### src/rtl/pipeline_ctrl_pkg.sv
// rtl/pipeline_ctrl_pkg.sv - shared types and constants for the pipeline hazard controller
package pipeline_ctrl_pkg;

    // Controller states; ERROR is only left through reset
    typedef enum logic [1:0] {
        RUN      = 2'd0,
        MEM_WAIT = 2'd1,
        ERROR    = 2'd2
    } ctrl_state_e;

    localparam int          DEF_MEM_TIMEOUT = 64;
    localparam int          DEF_CNT_W       = 32;
    localparam logic [4:0]  REG_X0          = 5'd0;

    // A load into x0 never creates a real dependency
    function automatic logic is_load_use(input logic       mem_read,
                                         input logic [4:0] rd,
                                         input logic [4:0] rs1,
                                         input logic [4:0] rs2);
        return mem_read && (rd != REG_X0) && ((rd == rs1) || (rd == rs2));
    endfunction

endpackage

### src/rtl/pipeline_hazard_ctrl_sat_counter.sv
// rtl/pipeline_hazard_ctrl_sat_counter.sv - saturating event counter
module sat_counter #(
    parameter int W = 32
) (
    input  logic         clk,
    input  logic         reset,
    input  logic         inc,
    output logic [W-1:0] count
);

    logic [W-1:0] count_q;
    logic [W-1:0] count_d;

    // Increment on request, holding once all-ones is reached
    always_comb begin
        count_d = count_q;
        if (inc && (count_q != {W{1'b1}})) begin
            count_d = count_q + {{(W-1){1'b0}}, 1'b1};
        end
    end

    // Counter register
    always_ff @(posedge clk or negedge reset) begin
        if (!reset) begin
            count_q <= '0;
        end else begin
            count_q <= count_d;
        end
    end

    assign count = count_q;

endmodule

### src/rtl/pipeline_hazard_ctrl.sv
// rtl/pipeline_hazard_ctrl.sv - stall/flush sequencing for the 5-stage pipeline
module pipeline_hazard_ctrl
    import pipeline_ctrl_pkg::*;
#(
    parameter int MEM_TIMEOUT = DEF_MEM_TIMEOUT,
    parameter int CNT_W       = DEF_CNT_W
) (
    input  logic             clk,
    input  logic             reset,
    input  logic [4:0]       IF_ID_RS1,
    input  logic [4:0]       IF_ID_RS2,
    input  logic [4:0]       ID_EX_RD,
    input  logic             ID_EX_MemRead,
    input  logic             BranchTaken,
    input  logic             mem_req,
    input  logic             mem_ready,
    output logic             PCWrite,
    output logic             IF_ID_Write,
    output logic             IF_ID_Flush,
    output logic             ID_EX_Flush,
    output logic             EX_MEM_Flush,
    output logic             Pipe_Hold,
    output logic             ctrl_error,
    output logic [CNT_W-1:0] stall_count,
    output logic [CNT_W-1:0] flush_count
);

    // Wide enough to hold any count reached before the timeout fires
    localparam int WW = (MEM_TIMEOUT > 1) ? $clog2(MEM_TIMEOUT + 1) : 1;

    ctrl_state_e   state_q, state_d;
    logic [WW-1:0] wait_cnt_q, wait_cnt_d;
    logic          ctrl_error_q, ctrl_error_d;

    logic freeze;
    logic normal;
    logic load_use;
    logic pc_write;
    logic ifid_write;
    logic ifid_flush;
    logic idex_flush;
    logic exmem_flush;
    logic pipe_hold;
    logic branch_flush;

    assign load_use = is_load_use(ID_EX_MemRead, ID_EX_RD, IF_ID_RS1, IF_ID_RS2);

    // Next state, wait counter and freeze/normal-priority selection
    always_comb begin
        state_d    = state_q;
        wait_cnt_d = wait_cnt_q;
        freeze     = 1'b0;
        normal     = 1'b0;
        case (state_q)
            RUN: begin
                if (mem_req && !mem_ready) begin
                    freeze     = 1'b1;
                    wait_cnt_d = '0;
                    // The RUN cycle already counts as the first unanswered cycle
                    state_d    = (MEM_TIMEOUT <= 1) ? ERROR : MEM_WAIT;
                end else begin
                    normal = 1'b1;
                end
            end
            MEM_WAIT: begin
                if (!mem_ready) begin
                    freeze = 1'b1;
                    if ((int'(wait_cnt_q) + 2) >= MEM_TIMEOUT) begin
                        state_d = ERROR;
                    end else begin
                        wait_cnt_d = wait_cnt_q + {{(WW-1){1'b0}}, 1'b1};
                    end
                end else begin
                    normal     = 1'b1;
                    state_d    = RUN;
                    wait_cnt_d = '0;
                end
            end
            ERROR: begin
                freeze = 1'b1;
            end
            default: begin
                state_d    = RUN;
                wait_cnt_d = '0;
            end
        endcase
    end

    // Pipeline register controls: freeze > branch flush > load-use, forced while in reset
    always_comb begin
        pc_write     = 1'b1;
        ifid_write   = 1'b1;
        ifid_flush   = 1'b0;
        idex_flush   = 1'b0;
        exmem_flush  = 1'b0;
        pipe_hold    = 1'b0;
        branch_flush = 1'b0;
        if (!reset) begin
            pc_write    = 1'b0;
            ifid_write  = 1'b0;
            ifid_flush  = 1'b1;
            idex_flush  = 1'b1;
            exmem_flush = 1'b1;
        end else if (freeze) begin
            pc_write   = 1'b0;
            ifid_write = 1'b0;
            pipe_hold  = 1'b1;
        end else if (normal && BranchTaken) begin
            ifid_flush   = 1'b1;
            idex_flush   = 1'b1;
            exmem_flush  = 1'b1;
            branch_flush = 1'b1;
        end else if (normal && load_use) begin
            pc_write   = 1'b0;
            ifid_write = 1'b0;
            idex_flush = 1'b1;
        end
    end

    // Error flag latches on entry to ERROR and stays until reset
    always_comb begin
        ctrl_error_d = ctrl_error_q;
        if (state_d == ERROR) begin
            ctrl_error_d = 1'b1;
        end
    end

    // State, wait counter and error registers
    always_ff @(posedge clk or negedge reset) begin
        if (!reset) begin
            state_q      <= RUN;
            wait_cnt_q   <= '0;
            ctrl_error_q <= 1'b0;
        end else begin
            state_q      <= state_d;
            wait_cnt_q   <= wait_cnt_d;
            ctrl_error_q <= ctrl_error_d;
        end
    end

    sat_counter #(.W(CNT_W)) u_stall_cnt (
        .clk   (clk),
        .reset (reset),
        .inc   (!pc_write),
        .count (stall_count)
    );

    sat_counter #(.W(CNT_W)) u_flush_cnt (
        .clk   (clk),
        .reset (reset),
        .inc   (branch_flush),
        .count (flush_count)
    );

    assign PCWrite      = pc_write;
    assign IF_ID_Write  = ifid_write;
    assign IF_ID_Flush  = ifid_flush;
    assign ID_EX_Flush  = idex_flush;
    assign EX_MEM_Flush = exmem_flush;
    assign Pipe_Hold    = pipe_hold;
    assign ctrl_error   = ctrl_error_q;

endmodule

### config.mk
export PLATFORM = sky130hd
export DESIGN_NAME = pipeline_hazard_ctrl
export DESIGN_NICKNAME = d
export VERILOG_FILES = /design/src/rtl/pipeline_ctrl_pkg.sv /design/src/rtl/pipeline_hazard_ctrl_sat_counter.sv /design/src/rtl/pipeline_hazard_ctrl.sv
export SDC_FILE = /design/constraint.sdc
export NUM_CORES = 1
export LEC_CHECK = 0
export CAP_MARGIN = 20
export CORE_ASPECT_RATIO = 1.2
export CORE_MARGIN = 5
export CORE_UTILIZATION = 48
export CTS_CLUSTER_DIAMETER = 150
export DETAILED_ROUTE_END_ITERATION = 10
export DONT_BUFFER_PORTS = 1
export MAX_ROUTING_LAYER = met4
export PLACE_DENSITY = 0.71
export REMOVE_ABC_BUFFERS = 1
export SLEW_MARGIN = 20
export SYNTH_ARGS = -nofsm -noshare
export SYNTH_HDL_FRONTEND = slang
export SYNTH_HIERARCHICAL = 1
export SYNTH_SLANG_ARGS = --single-unit
### constraint.sdc
create_clock -name clk -period 5.1 [get_ports clk]
set_input_delay 1.02 -clock clk [delete_from_list [all_inputs] [get_ports clk]]
set_output_delay 1.02 -clock clk [all_outputs]
set_load 0.02 [all_outputs]
-- Word level (Yosys, flattened, before mapping)
Cells that the tools add are included.
- flip-flop bits (word level): 74
- bitwise logic cells: 1
- $add $sub $neg: 4
- equal/unequal tests: 9
- $lt $le $gt $ge: 1
- reductions and logical operators: 13
- mux-type cells: 28
- operator list (cell ; number):
    $add 32x1->32 const B ; 2
    $ne 32x32->1 const B ; 2
    $mux 7 ; 3
    $pmux 7 s3 ; 1
    $mux 1 ; 18
    $eq 5x5->1 ; 2
    $add 7x2->8 const B ; 1
    $ge 8x7->1 const B ; 1
    $add 7x1->7 const B ; 1
    $logic_and 1x1->1 ; 7
    $mux 2 ; 3
    $pmux 2 s3 ; 1
    $reduce_bool 5->1 ; 1
    $eq 2x2->1 const B ; 2
    $ne 3x3->1 const B ; 1
    $pmux 1 s3 ; 1
    $reduce_and 3->1 ; 1
    $eq 2x1->1 const B ; 1
    $logic_not 1->1 ; 2
    $logic_not 2->1 ; 1
    $ne 2x2->1 const B ; 1
    $pmux 1 s2 ; 1
    $logic_or 1x1->1 ; 1
    $not 1->1 ; 1

-- Depth between registers and ports, before layout
- depth after elaboration: 11
- gate-level depth with buffers: 11

-- By module
The synthesis kept the hierarchy.
- modules (own cells, without submodules) (module ; cells each ; area each (um2) ; times used):
    sat_counter (u_stall_cnt) ; 151 ; 1624.1 ; 1
    sat_counter (u_flush_cnt) ; 140 ; 1522.7 ; 1
    pipeline_hazard_ctrl ; 88 ; 758.2 ; 1

-- Least setup slack after synthesis
OpenSTA, ideal clock, no wires.
- kind: input to output
- from: in ID_EX_RD[1]
- to: out PCWrite
- required time: 4.080 ns
- setup slack: 1.848 ns
- stages on the path: 4
- path buffers: 1
- arrival: 2.232 ns
- cells stage by stage: or4_1 > o2111ai_1 > o211a_1 > buf_4
- word-level cells in the longest chain between the ends: 8
- elaborated cells between the ends (all ways): 11
- those cells by class: eq/ne: 2; mux: 4; reduce/logical: 5
- ends and longest elaborated chain (element ; RTL line ; RTL):
    from (decl) ; pipeline_hazard_ctrl.sv:12 ; input logic [4:0] ID_EX_RD,
    $eq 5x5->1 or $reduce_bool 5->1 (tied branches) ; pipeline_ctrl_pkg.sv:20 ; return mem_read && (rd != REG_X0) && ((rd == rs1) || (rd == rs2));
    $logic_or 1x1->1 or $logic_and 1x1->1 (tied branches) ; pipeline_ctrl_pkg.sv:20 ;
    $logic_and 1x1->1 * ; pipeline_ctrl_pkg.sv:20 ;
    $logic_and 1x1->1 * ; pipeline_hazard_ctrl.sv:113 ; end else if (normal && load_use) begin
    $mux 1 * (4 in a row) ; n/a ;
    to (decl) ; pipeline_hazard_ctrl.sv:17 ; output logic PCWrite,
Mark *: on every way between the ends. The rest lies on a longest branch, timed or not.

-- Worst setup path after layout
Ends and elaborated chain as after synthesis.

==> results.sh <==
export IMPL_port_buffers=0
export IMPL_yosys_top_cells_count="dfrtp_1 (74), xnor2_1 (53), nand2_1 (34)"
export IMPL_hold_violations=0
export IMPL_numClockSinks=74
export IMPL_final_max_slew_viol_count=0
export IMPL_yosysSeqAreaShare_pct=47.4
export IMPL_cts_buffers=9
export IMPL_vdd_drop_max_mv=0.243
export IMPL_status="complete, no violations"
export IMPL_num_io_pins=92
export IMPL_synth_top_area_share_pct=47.4
export IMPL_ant_nets=0
export IMPL_drive_above_1_share_pct=8.53
export IMPL_gp_congestion=0.808
export IMPL_yosysUniqueCellTypes=53
export IMPL_detailed_place_hpwl_um=6320
export IMPL_antenna_cells=0
export IMPL_crit_path_max_fanout=3
export IMPL_die_w_um=92.3
export IMPL_fin_crit_sh_pct=63.6
export IMPL_max_slew_margin_rel_pct=28.9
export IMPL_initial_core_util_pct=48.7
export IMPL_drtPass1Iterations=5
export IMPL_cp_arrival_ns=2.22
export IMPL_cts_hold_buf=0
export IMPL_finalCoreUtilization_pct=52.5
export IMPL_fp_row_count=36
export IMPL_die_h_um=109
export IMPL_path_clk_slew_ns=0.08
export IMPL_crit_required_ns=4.08
export IMPL_cts_resized=0
export IMPL_syn_area_um2=3900
export IMPL_r2r_cells=10
export IMPL_grt_max_degree=80
export IMPL_vias=2957
export IMPL_fmax_ghz=0.308
export IMPL_cts_tree="yes"
export IMPL_clock_latency_ns=0.34
export IMPL_core_area_um2=8020
export IMPL_dp_cells=467
export IMPL_netlist_instances=379
export IMPL_root_buffer="clkbuf_8"
export IMPL_powerDensity_nw_per_um2=348
export IMPL_nets=409
export IMPL_rsz0062_at_grt="false"
export IMPL_r2r_end="u_stall_cnt/count[29]"
export IMPL_post_cts_setup_buffers=0
export IMPL_async_reset_ff_share_pct=100
export IMPL_ys_flop_type="dfrtp_1"
export IMPL_area_growth_pct=7.72
export IMPL_clock_tree_buffer_depth=2
export IMPL_ys_seq_elements=74
export IMPL_clock_skew_ns=0.0104
export IMPL_crit_path_start="ID_EX_RD[1]"
export IMPL_wl_per_cell_um=18.0
export IMPL_synth_area_leaders="dfrtp_1 (47%), xnor2_1 (12%), nand4_1 (5.0%)"
export IMPL_p_leak_nw=1.76
export IMPL_drc=0
export IMPL_final_cells=482
export IMPL_worstSetupPathType="in -> out"
export IMPL_grt_overflow=0
export IMPL_start_kind="input pin"
export IMPL_first_global_vias=3049
export IMPL_max_cap_violations=0
export IMPL_tightest_slew_ns=1.06
export IMPL_netlist_top_cell_by_area="dfrtp_1"
export IMPL_endpoint_kind="output port"
export IMPL_syn_area_per_cell_um2=10.3
export IMPL_post_drt_via_cell_ratio=6.13
export IMPL_die_area_um2=10000
export IMPL_htreeDepth=3
export IMPL_power_mw=1.46
export IMPL_regToRegSetupSlack_ns=2.14
export IMPL_synth_edf_count=0
export IMPL_wirelength_um=8660
export IMPL_grt_pass1_wl_um=14600
export IMPL_antenna_found_initial=0
export IMPL_hp_class="in -> async"
export IMPL_final_setup_tns_ns=0
export IMPL_yosys_warnings=6
export IMPL_drt_iter0_drc=161
export IMPL_rr_startpoint="state_q[0]"
export IMPL_yosysMostFrequentCell="dfrtp_1"
export IMPL_finalSetupViolCount=0
export IMPL_finalCriticalPeriod_ns=3.24
export IMPL_track_usage_pct=18.5
state kept, by name (all words and copies together) (netlist names):
signal             flops
ctrl_error             1
u_flush_cnt/count     32
state_q                2
wait_cnt_q             7
u_stall_cnt/count     32
worst max-delay path by stage:
stage	end	cells after the start
after global placement	u_stall_cnt/count[29]	10
after CTS	PCWrite	3
after global routing	u_stall_cnt/count[19]	10
final	PCWrite	3
after floorplan	IF_ID_Write	3
after detailed placement	u_stall_cnt/count[29]	10
kinds of logic (layout without fill, tap and decap cells):
| family | count (synthesis) | after routing | share of synthesized area [%] |
|---|---|---|---|
| flops | 74 | 74 | 47.4 |
| simple gates | 171 | 171 | 24.7 |
| compound gates | 37 | 37 | 7.02 |
| buf+inv | 18 | 26 | 2.31 |
| fa+ha+maj | 5 | 5 | 1.60 |
| mux | 5 | 5 | 1.51 |
| xor+xnor | 69 | 69 | 15.5 |
power by group:
group	total, mW	switching (mW)	internal (mW)
clock network	0.531	0.209	0.323
registers	0.776	0.141	0.635
logic	0.155	0.0853	0.0694
total	1.46	0.436	1.03
final cells by class:
class	instances	area, µm²
clock buffer	10	128
tap	95	119
multi-input combinational	287	1960
clock inverter	5	104
sequential	74	1850
inverter	11	41.3
fill	736	3810
worst max-delay path, stage by stage:
cell and delay [ns]:
or4_1 0.51, o2111ai_1 0.29, o211a_1 0.41
placed cells by master, fill, tap and decap left out, types with 2 or more instances in the layout:
cell type	instances
dfrtp_1	74
xnor2_1	53
nand2_1	34
nand3_1	31
nand4_1	31
nor2_1	28
xor2_1	16
inv_1	11
clkbuf_8	9
nor4_1	8
a21oi_1	7
and4_1	7
o21ai_0	6
o211ai_1	5
ha_1	5
nor3_1	5
o31ai_1	3
bufinv_16	3
or4_4	3
and3_1	3
nand2b_1	2
nand3_2	2
and2_1	2
or4_1	2
o21a_1	2
a311oi_1	2
a31oi_1	2
nand4_2	2
mux2_2	2
nor3_2	2
stage by stage:
stage,hold slack [ns],cell area [µm²],setup WS [ns]
6_report,0.371,4210,1.86
5_1_grt,0.349,4210,1.76
4_1_cts,0.351,4210,1.85
3_5_place_dp,0.487,3980,1.59
3_3_place_gp,0.470,3980,1.73
2_1_floorplan,0.452,3860,1.93
routing by layer:
metal  share of wire [%]  GRT usage [%]  vias to the layer above
li1                    -              -                     1378
met1                  40           20.9                     1476
met2                  51           29.7                       89
met3                 7.6           6.90                       14
met4                 1.7           7.96                        0
met5                   0              -                        -
No activity file was read; power rests on OpenSTA's default activity.
